--- config.mk ---
export PLATFORM = sky130hd
export DESIGN_NAME = load_store_unit
export DESIGN_NICKNAME = d
export VERILOG_FILES = /design/src/rtl/lsu_pkg.sv /design/src/rtl/lsu_align.sv /design/src/rtl/load_store_unit.sv
export SDC_FILE = /design/constraint.sdc
export NUM_CORES = 1
export LEC_CHECK = 0
export ABC_AREA = 0
export CORE_MARGIN = 5
export CORE_UTILIZATION = 45
export CTS_CLUSTER_SIZE = 40
export DETAILED_ROUTE_END_ITERATION = 6
export PLACE_DENSITY_LB_ADDON = 0.3
export REMOVE_ABC_BUFFERS = 1
export SLEW_MARGIN = 10
export SYNTH_ARGS = -nofsm -noshare
export SYNTH_HDL_FRONTEND = slang
export SYNTH_SLANG_ARGS = --single-unit
--- constraint.sdc ---
create_clock -name clk -period 3.3 [get_ports clk]
set_input_delay 0.33 -clock clk [delete_from_list [all_inputs] [get_ports clk]]
set_output_delay 0.33 -clock clk [all_outputs]
set_load 0.02 [all_outputs]
--- src/rtl/lsu_pkg.sv ---
// lsu_pkg
// Shared types and helpers for the data-side load/store unit.
//   access_mode_t : memory access width as encoded by the main decoder
//   lsu_state_t   : bus sequencing FSM states of load_store_unit
//   size_from_mode: number of bytes touched by an access (0 for reserved)
package lsu_pkg;

  typedef enum logic [1:0] {
    AM_BYTE = 2'b00,
    AM_HALF = 2'b01,
    AM_WORD = 2'b10,
    AM_RSVD = 2'b11
  } access_mode_t;

  typedef enum logic [2:0] {
    ST_IDLE  = 3'd0,
    ST_REQ0  = 3'd1,
    ST_WAIT0 = 3'd2,
    ST_REQ1  = 3'd3,
    ST_WAIT1 = 3'd4,
    ST_RESP  = 3'd5
  } lsu_state_t;

  // Byte count of an access. The reserved encoding reports zero bytes so
  // that any lane mask derived from it is empty.
  function automatic logic [2:0] size_from_mode(input logic [1:0] mode);
    logic [2:0] size;
    case (mode)
      AM_BYTE: size = 3'd1;
      AM_HALF: size = 3'd2;
      AM_WORD: size = 3'd4;
      default: size = 3'd0;
    endcase
    return size;
  endfunction

endpackage

--- src/rtl/lsu_align.sv ---
// lsu_align
// Purely combinational lane steering for the load/store unit.
// Ports:
//   access_mode : 2-bit access width (byte/half/word/reserved)
//   offset      : byte offset of the access inside its word
//   wdata       : LSB-justified store data
//   rdata0      : read data of beat 0
//   rdata1      : read data of beat 1 (only meaningful for split loads)
//   split       : access crosses a word boundary and needs two beats
//   be0/be1     : byte enables of beat 0 / beat 1
//   wdata0/1    : lane-aligned write data of beat 0 / beat 1
//   load_data   : merged, sign-extended load result
module lsu_align
  import lsu_pkg::*;
(
  input  logic [1:0]  access_mode,
  input  logic [1:0]  offset,
  input  logic [31:0] wdata,
  input  logic [31:0] rdata0,
  input  logic [31:0] rdata1,
  output logic        split,
  output logic [3:0]  be0,
  output logic [3:0]  be1,
  output logic [31:0] wdata0,
  output logic [31:0] wdata1,
  output logic [31:0] load_data
);

  logic [2:0]  size;
  logic [3:0]  mask;
  logic [4:0]  shamt;
  logic [7:0]  be_wide;
  logic [63:0] wide_w;
  logic [31:0] raw;

  // The two beats are treated as one 64-bit window: shifting the lane mask
  // and the store data left by the offset puts beat-0 lanes in the low half
  // and the spill-over lanes of beat 1 in the high half. Loads run the same
  // window the other way, so result byte i comes from window byte o+i,
  // which is beat 0 up to lane 3 and beat 1 after it.
  always_comb begin
    size = size_from_mode(access_mode);
    case (size)
      3'd1:    mask = 4'b0001;
      3'd2:    mask = 4'b0011;
      3'd4:    mask = 4'b1111;
      default: mask = 4'b0000;
    endcase
    split   = (({1'b0, offset} + size) > 3'd4);
    shamt   = {offset, 3'b000};
    be_wide = {4'b0000, mask} << offset;
    be0     = be_wide[3:0];
    be1     = be_wide[7:4];
    wide_w  = {32'h0000_0000, wdata} << shamt;
    wdata0  = wide_w[31:0];
    wdata1  = wide_w[63:32];
    raw     = 32'({rdata1, rdata0} >> shamt);
    case (access_mode)
      AM_BYTE: load_data = {{24{raw[7]}}, raw[7:0]};
      AM_HALF: load_data = {{16{raw[15]}}, raw[15:0]};
      AM_WORD: load_data = raw;
      default: load_data = 32'h0000_0000;
    endcase
  end

endmodule

--- src/rtl/load_store_unit.sv ---
// load_store_unit
// Data-side load/store unit. Takes one byte/half/word access from the core,
// runs it as one or two word-aligned beats on a request/grant data bus and
// returns a one-cycle response with sign-extended load data.
// Ports:
//   clk, rst_n          : clock, asynchronous active-low reset
//   req_valid/req_ready : core request handshake (ready only when idle)
//   req_write           : 1 = store, 0 = load
//   access_mode         : 00 byte, 01 half, 10 word, 11 reserved
//   req_addr/req_wdata  : byte address, LSB-justified store data
//   rsp_valid           : one-cycle completion pulse
//   rsp_err/rsp_rdata   : reserved-mode error flag, load result (held)
//   bus_req/bus_gnt     : beat request, held until granted
//   bus_we/bus_addr     : beat direction and word-aligned address
//   bus_be/bus_wdata    : byte enables and lane-aligned write data
//   bus_rvalid/rdata    : read data return for load beats
module load_store_unit
  import lsu_pkg::*;
#(
  parameter int ADDR_W = 32
) (
  input  logic              clk,
  input  logic              rst_n,
  input  logic              req_valid,
  output logic              req_ready,
  input  logic              req_write,
  input  logic [1:0]        access_mode,
  input  logic [ADDR_W-1:0] req_addr,
  input  logic [31:0]       req_wdata,
  output logic              rsp_valid,
  output logic              rsp_err,
  output logic [31:0]       rsp_rdata,
  output logic              bus_req,
  output logic              bus_we,
  output logic [ADDR_W-1:0] bus_addr,
  output logic [3:0]        bus_be,
  output logic [31:0]       bus_wdata,
  input  logic              bus_gnt,
  input  logic              bus_rvalid,
  input  logic [31:0]       bus_rdata
);

  lsu_state_t        state, state_d;
  logic              write_q;
  logic [1:0]        mode_q;
  logic [ADDR_W-1:0] addr_q;
  logic [31:0]       wdata_q;
  logic [31:0]       rdata0_q;
  logic [ADDR_W-1:0] beat0_addr, beat1_addr;
  logic              accept;
  logic              cap0;
  logic              rsp_load;
  logic              rsp_err_d;
  logic [31:0]       rsp_rdata_d;
  logic [31:0]       rd0_src;
  logic              split;
  logic [3:0]        be0, be1;
  logic [31:0]       wdata0, wdata1;
  logic [31:0]       load_data;

  // Beat 1 sits one word above beat 0; the add wraps naturally at the top
  // of the address space because it is ADDR_W bits wide.
  assign beat0_addr = {addr_q[ADDR_W-1:2], 2'b00};
  assign beat1_addr = beat0_addr + ADDR_W'(4);
  assign accept     = req_valid && (state == ST_IDLE);

  // While waiting for beat 0 the merge uses the live bus data so the
  // response can be registered in the same cycle rvalid arrives. Beat 1 is
  // always consumed live, so only beat 0 ever needs to be stored.
  always_comb begin
    rd0_src = (state == ST_WAIT0) ? bus_rdata : rdata0_q;
  end

  lsu_align u_align (
    .access_mode (mode_q),
    .offset      (addr_q[1:0]),
    .wdata       (wdata_q),
    .rdata0      (rd0_src),
    .rdata1      (bus_rdata),
    .split       (split),
    .be0         (be0),
    .be1         (be1),
    .wdata0      (wdata0),
    .wdata1      (wdata1),
    .load_data   (load_data)
  );

  // Next-state and output decode. Bus fields are driven purely from
  // registered state, so they stay stable for as long as a beat waits for
  // its grant, and read as zero whenever no beat is requested. rsp_load
  // marks the transition into RESP, where the response registers update.
  always_comb begin
    state_d     = state;
    cap0        = 1'b0;
    rsp_load    = 1'b0;
    rsp_err_d   = 1'b0;
    rsp_rdata_d = 32'h0000_0000;
    req_ready   = 1'b0;
    rsp_valid   = 1'b0;
    bus_req     = 1'b0;
    bus_we      = 1'b0;
    bus_addr    = '0;
    bus_be      = 4'b0000;
    bus_wdata   = 32'h0000_0000;
    case (state)
      ST_IDLE: begin
        req_ready = 1'b1;
        if (req_valid) begin
          if (access_mode == AM_RSVD) begin
            state_d   = ST_RESP;
            rsp_load  = 1'b1;
            rsp_err_d = 1'b1;
          end else begin
            state_d = ST_REQ0;
          end
        end
      end
      ST_REQ0: begin
        bus_req   = 1'b1;
        bus_we    = write_q;
        bus_addr  = beat0_addr;
        bus_be    = be0;
        bus_wdata = write_q ? wdata0 : 32'h0000_0000;
        if (bus_gnt) begin
          if (!write_q) begin
            state_d = ST_WAIT0;
          end else if (split) begin
            state_d = ST_REQ1;
          end else begin
            state_d  = ST_RESP;
            rsp_load = 1'b1;
          end
        end
      end
      ST_WAIT0: begin
        if (bus_rvalid) begin
          cap0 = 1'b1;
          if (split) begin
            state_d = ST_REQ1;
          end else begin
            state_d     = ST_RESP;
            rsp_load    = 1'b1;
            rsp_rdata_d = load_data;
          end
        end
      end
      ST_REQ1: begin
        bus_req   = 1'b1;
        bus_we    = write_q;
        bus_addr  = beat1_addr;
        bus_be    = be1;
        bus_wdata = write_q ? wdata1 : 32'h0000_0000;
        if (bus_gnt) begin
          if (write_q) begin
            state_d  = ST_RESP;
            rsp_load = 1'b1;
          end else begin
            state_d = ST_WAIT1;
          end
        end
      end
      ST_WAIT1: begin
        if (bus_rvalid) begin
          state_d     = ST_RESP;
          rsp_load    = 1'b1;
          rsp_rdata_d = load_data;
        end
      end
      ST_RESP: begin
        rsp_valid = 1'b1;
        state_d   = ST_IDLE;
      end
      default: state_d = ST_IDLE;
    endcase
  end

  // State and datapath registers. Request fields are captured on accept,
  // beat-0 read data on its rvalid, and the response on entry to RESP;
  // the response then holds until the next one. Reset drops any beat in
  // flight without producing a response.
  always_ff @(posedge clk or negedge rst_n) begin
    if (!rst_n) begin
      state     <= ST_IDLE;
      write_q   <= 1'b0;
      mode_q    <= 2'b00;
      addr_q    <= '0;
      wdata_q   <= 32'h0000_0000;
      rdata0_q  <= 32'h0000_0000;
      rsp_err   <= 1'b0;
      rsp_rdata <= 32'h0000_0000;
    end else begin
      state <= state_d;
      if (accept) begin
        write_q <= req_write;
        mode_q  <= access_mode;
        addr_q  <= req_addr;
        wdata_q <= req_wdata;
      end
      if (cap0) begin
        rdata0_q <= bus_rdata;
      end
      if (rsp_load) begin
        rsp_err   <= rsp_err_d;
        rsp_rdata <= rsp_rdata_d;
      end
    end
  end

endmodule

Word-level counts from Yosys, hierarchy flattened
Index checks and enable logic that the tools add are counted.
Word-level totals
  bits in registers: 135
  latch bits: 0
  memory bits (writable): 0
  bits in read-only memories: 0
  input port bits: 104
  output and inout port bits: 105
  word-level logic and storage cells: 74
  memories kept: 0
Cells by class
  $add $sub $neg: 2
  multiply operators: 0
  divide/modulo/power cells: 0
  order comparisons: 1
  equal/unequal tests: 16
  shifts and indexed selects: 3
  mux-type cells: 39
  bitwise gates (word level): 0
  reductions and logical operators: 5
Operator list (number)
  $mux W32: 6
  $pmux W32 S2: 3
  $pmux W32 S3: 1
  $shl A32 B5 Y64: 1
  $shr A64 B5 Y32: 1
  $add A32 B3 Y32 const B: 1
  $mux W3: 8
  $mux W1: 16
  $pmux W3 S5: 1
  $pmux W4 S3: 1
  $ne A2 B2 Y1 const B: 5
  $eq A3 B2 Y1 const B: 3
  $eq A3 B3 Y1 const B: 3
  $pmux W3 S3: 1
  $pmux W4 S2: 1
  $shl A4 B2 Y8: 1
  $eq A3 B1 Y1 const B: 2
  $pmux W1 S5: 1
  $reduce_and A5 Y1: 1
  $eq A2 B2 Y1 const B: 2
  $add A2 B3 Y3: 1
  $gt A3 B3 Y1 const B: 1
  $logic_not A3 Y1: 1
  $eq A2 B1 Y1 const B: 1
  other kinds (3): 3

Logic depth before layout (Yosys ltp)
  depth after elaboration: 8
  mapped depth: 12
  gate-level depth less buffers: 10

Cells and area by module
Synthesis repeated with hierarchy kept, for this count alone.
Second synthesis, totals
  cell total of the unflattened synthesis: 840
  area, all modules: 9011.1 um^2
Modules (own cells, without submodules)
  load_store_unit: instances 1, cells each 583, area each 6917.9 um^2, seq. area each 3378.2 um^2
  lsu_align: instances 1, cells each 257, area each 2093.3 um^2, seq. area each 0.0 um^2

Worst setup path after synthesis
No wires, ideal clock.
  path type: reg2reg
  from: register addr_q[1]
  to: register rsp_rdata[22]
  library setup time: 124 ps
  arrival time: 3062 ps
  required time: 3176 ps
  path slack: 114 ps
  cell stages (with the launch flop): 12
  path buffers: 4
  period minus slack after synthesis: 3186 ps
  path through: dfrtp_1 buf_2 inv_2 buf_2 clkbuf_1 fa_1 nor2b_1 or3_1 nand4_1 buf_2 o22ai_1 a211o_1
On the way
  cells in the longest elaborated chain, start to end: 6
  elaborated cells between the ends (all ways): 13
  classes of those cells: add/sub (1); order compare (1); shift (1); mux (10)
Ends and longest elaborated chain
  start, declared: RTL line load_store_unit.sv:46  | logic [ADDR_W-1:0] addr_q;
  start signal, assigned: RTL line load_store_unit.sv:196  | addr_q <= req_addr;
  $add A2 B3 Y3: RTL line lsu_align.sv:49  | split = (({1'b0, offset} + size) > 3'd4);
  $gt A3 B3 Y1: RTL line lsu_align.sv:49
  $mux W1: RTL line load_store_unit.sv:127, load_store_unit.sv:138
  $mux W1: RTL line load_store_unit.sv:125  | if (!write_q) begin
  $mux W1: RTL line load_store_unit.sv:124  | if (bus_gnt) begin
  $pmux W1 S5: RTL line load_store_unit.sv:105  | case (state)
  end signal, assigned: RTL line load_store_unit.sv:204  | rsp_rdata <= rsp_rdata_d;
  end, declared: RTL line load_store_unit.sv:32  | output logic [31:0] rsp_rdata,
Several ways; a longest one is shown, not always the timed one.
A chain may end at the register's enable or synchronous reset.

Final worst setup path
  from: register state[1]
  to: output bus_addr[26]
On the way
  cells in the longest elaborated chain, start to end: 2
  elaborated cells between the ends (all ways): 3
  classes of those cells: eq/ne (2); mux (1)
Ends and longest elaborated chain
  start, declared: RTL line load_store_unit.sv:43  | lsu_state_t state, state_d;
  start signal, assigned: RTL line load_store_unit.sv:192  | state <= state_d;
  $eq A3 B2 Y1 / $eq A3 B1 Y1 (equally long branches): RTL line load_store_unit.sv:105
  $pmux W32 S2 (*): RTL line load_store_unit.sv:105
  end, declared: RTL line load_store_unit.sv:35  | output logic [ADDR_W-1:0] bus_addr,
Mark *: on every way between the ends. The rest lies on a longest branch, timed or not.

==> impl_metrics.toml <==
[power]
total_power_mw = 10.8
p_comb_share_pct = 53.3
p_sw_mw = 4.37
power.internal_mw = 6.42
peakVddDrop_mv = 0.471
power_frac_clock_pct = 17.7
leakagePower_nw = 4.63
p_sw_share_pct = 40.5
power_density_nw_per_um2 = 956
p_seq_share_pct = 29.1

[clocking]
numClockSinks = 135
ctsLongestPathBuffers = 2
cts_buffers = 17
cts_tree = "built"
ctsHoldBuffers = 0
root_buffer = "clkbuf_16"
clkSlewWorstSetupHoldPaths_ns = 0.06
clk_latency_ns = 0.42
cts_htree_levels = 4

[drt]
num_vias = 6992
via_per_inst = 5.74
firstDrtPassIters = 5
wl_per_cell_um = 19.7
finalWirelength_um = 24000
ant_nets = 0
drt_iter0_markers = 428
remaining_drc_errors = 0

[synthesis]
yosys_register_bits = 135
syn_avg_cell_area_um2 = 10.7
synth_enable_flop_cells = 0
synth_area_um2 = 8370
yosys_most_used_dff = "dfrtp_1"
syn_inst = 783
ys_types = 61
yosysSeqAreaShare_pct = 40.4
yosysWarnings = 0
postSynth.asyncResetShare_pct = 100

[timing]
fin_tns_setup_ns = 0
fin_worst_skew_ns = 0.0102
worst_slew_pin_slew_ns = 0.835
setup-violations-final = 0
final-hold-violation-count = 18
maxSlewHeadroom_pct = 44.3
drv_slew = 0
fmax_mhz = 320
finalWorstPathRequiredPeriod_ns = 3.12
grt_setup_unrepaired = "no"
holdWs_ns = -0.0567
period_share_pct = 94.6

[final_layout]
nets = 1089
nFillCells = 1497
drive_above_1_share_pct = 20.2
stdcell_count = 1218
final_core_util_pct = 62.2
diodes = 0
syn_to_final_growth_pct = 34.9

[floorplanning]
start_util_pct = 46.1
dieWidth_um = 146
dieArea_um2 = 21400
io_pins = 209
row_count = 49
core_um2 = 18100
die_height_um = 146

[run_status]
status = "complete, but fails checks"
violations = "hold timing"

[worst_setup_path]
arrival_ns = 2.79
worstSetupStartpointType = "flop"
path_max_fanout = 9
rrSetupSlack_ns = 0.30
timing.rr.end = "rsp_rdata[30]$_DFFE_PN0P_"
critPathLaunch = "state[1]$_DFFE_PN0P_"
reg2reg_depth = 9
endpoint_kind = "output port"
r2r_start = "mode_q[1]$_DFFE_PN0P_"
path_class = "reg2out"
required_ns = 2.97

[placed_design]
routabilityCongestion = 0.798
place_hpwl_um = 16700
port_buffers = 206
placed_cells = 1184

[worst_hold_path]
hold_path_class = "in2async"

[grt]
grt_pass1_wl_um = 38700
grt.overflow.total = 0
track_usage_pct = 22.2
grt_pass1_vias = 7303
grt_max_degree = 87
antenna_found_initial = 0

[flow_run]
maxCapViolCount = 0
-- through the flow --
step | cell area, um^2 | setup slack [ns]
final | 11300 | 0.179
after global routing | 11300 | 0.00198
after CTS | 11300 | -0.0186
after detailed placement | 10700 | 0.309
after global placement | 10700 | 0.445
after floorplan | 8090 | -2.55
-- logic make-up after synthesis --
group,synth area share (%)
AOI/OAI and AO/OA,11.8
xor gates and xnor gates,2.93
adders and majority gates,1.44
buffers and inverters,3.84
DFF,40.4
muxes,26.6
other,0.0448
and+or+nand+nor,12.9
-- routing by layer --
metal	GRT usage (%)	wire length, um	up-vias
met5	0	0	-
met4	7.95	575	0
met3	6.26	1720	40
met2	35.2	11200	257
met1	29.2	10500	3423
li1	-	-	3272
-- cell usage after synthesis, types with 18 or more instances --
| cell type | instances | area share (%) |
|---|---|---|
| a21oi_1 | 24 | 1.4 |
| mux2_2 | 95 | 13 |
| nand2_1 | 55 | 2.5 |
| nor2_1 | 59 | 2.6 |
| clkbuf_1 | 27 | 1.2 |
| buf_2 | 20 | 1.2 |
| mux2_4 | 21 | 3.8 |
| dfrtp_1 | 135 | 40 |
| o22ai_1 | 23 | 1.7 |
| o21ai_0 | 31 | 1.9 |
| xnor2_1 | 18 | 1.9 |
| mux2i_1 | 65 | 7.8 |
-- how the worst max path moves through the flow --
stage,end
floorplan,rsp_rdata[24]$_DFFE_PN0P_
global placement,rsp_rdata[26]$_DFFE_PN0P_
detailed placement,rsp_rdata[26]$_DFFE_PN0P_
CTS,bus_addr[26]
global route,bus_addr[30]
finish,bus_addr[26]
-- timing repair --
item | 4_1_cts | 5_1_grt
setup buffers | 0 | 2
resized for setup | 0 | 2
pin swaps | 1 | 2
setup endpoints to repair | 2 | 21
-- cell type report --
cell class / count / area, um^2 / share of cell area, %
Clock buffer: 21 / 470 / 4.17
Tap cell: 229 / 287 / 2.54
Inverter: 10 / 37.5 / 0.332
Multi-Input combinational cell: 581 / 4710 / 41.7
Sequential cell: 135 / 3380 / 29.9
Clock inverter: 11 / 124 / 1.10
Timing Repair Buffer: 231 / 2290 / 20.3
-- placed cells by master, fill, tap and decap left out, drive strengths merged, types with 2 or more instances in the layout --
cell type      instances
a22o                  10
clkinv                 6
and3                  11
clkdlybuf4s50        205
o2bb2ai                8
o21ai                 32
mux4                   8
clkinvlp               3
dfrtp                135
and2                   4
a31oi                  3
a21oi                 25
nor4bb                 2
nand4                 12
nor3                  15
xnor2                 18
nor2b                  4
inv                   10
a211o                 14
xor2                  10
buf                   26
nor3b                 10
bufinv                 2
and4                   4
or3                    4
nand2b                 3
a211oi                 3
a221o                 16
mux2i                 65
mux2                 117
nand3                 14
nand2                 57
nor4                   6
nor2                  60
ha                     8
clkbuf                21
o22ai                 23
conb                   2
-- worst max-delay path, cell delays in order, from the launching register on --
cell and delay, ns:
dfrtp_1 0.52, and4_1 0.36, nand4_1 0.12, buf_4 0.18, nor4_1 0.38, xnor2_1 0.11
nor2_1 0.09, clkdlybuf4s50_1 0.61
-- registers in the layout, summed over array words and instances (netlist names) --
register   flops
mode_q         2
rsp_rdata     32
addr_q        32
rdata0_q      32
state          3
write_q        1
wdata_q       32
rsp_err        1
-- power groups by stage --
stage	sequential [mW]	clock (mW)	combinational, mW
floorplan	3.27	0	3.56
global placement	3.10	0	5.66
detailed placement	3.15	0	5.73
CTS	3.12	1.94	5.76
global route	3.24	2.02	6.25
finish	3.14	1.91	5.75
Note: power is estimated with default switching activity, not from simulation.
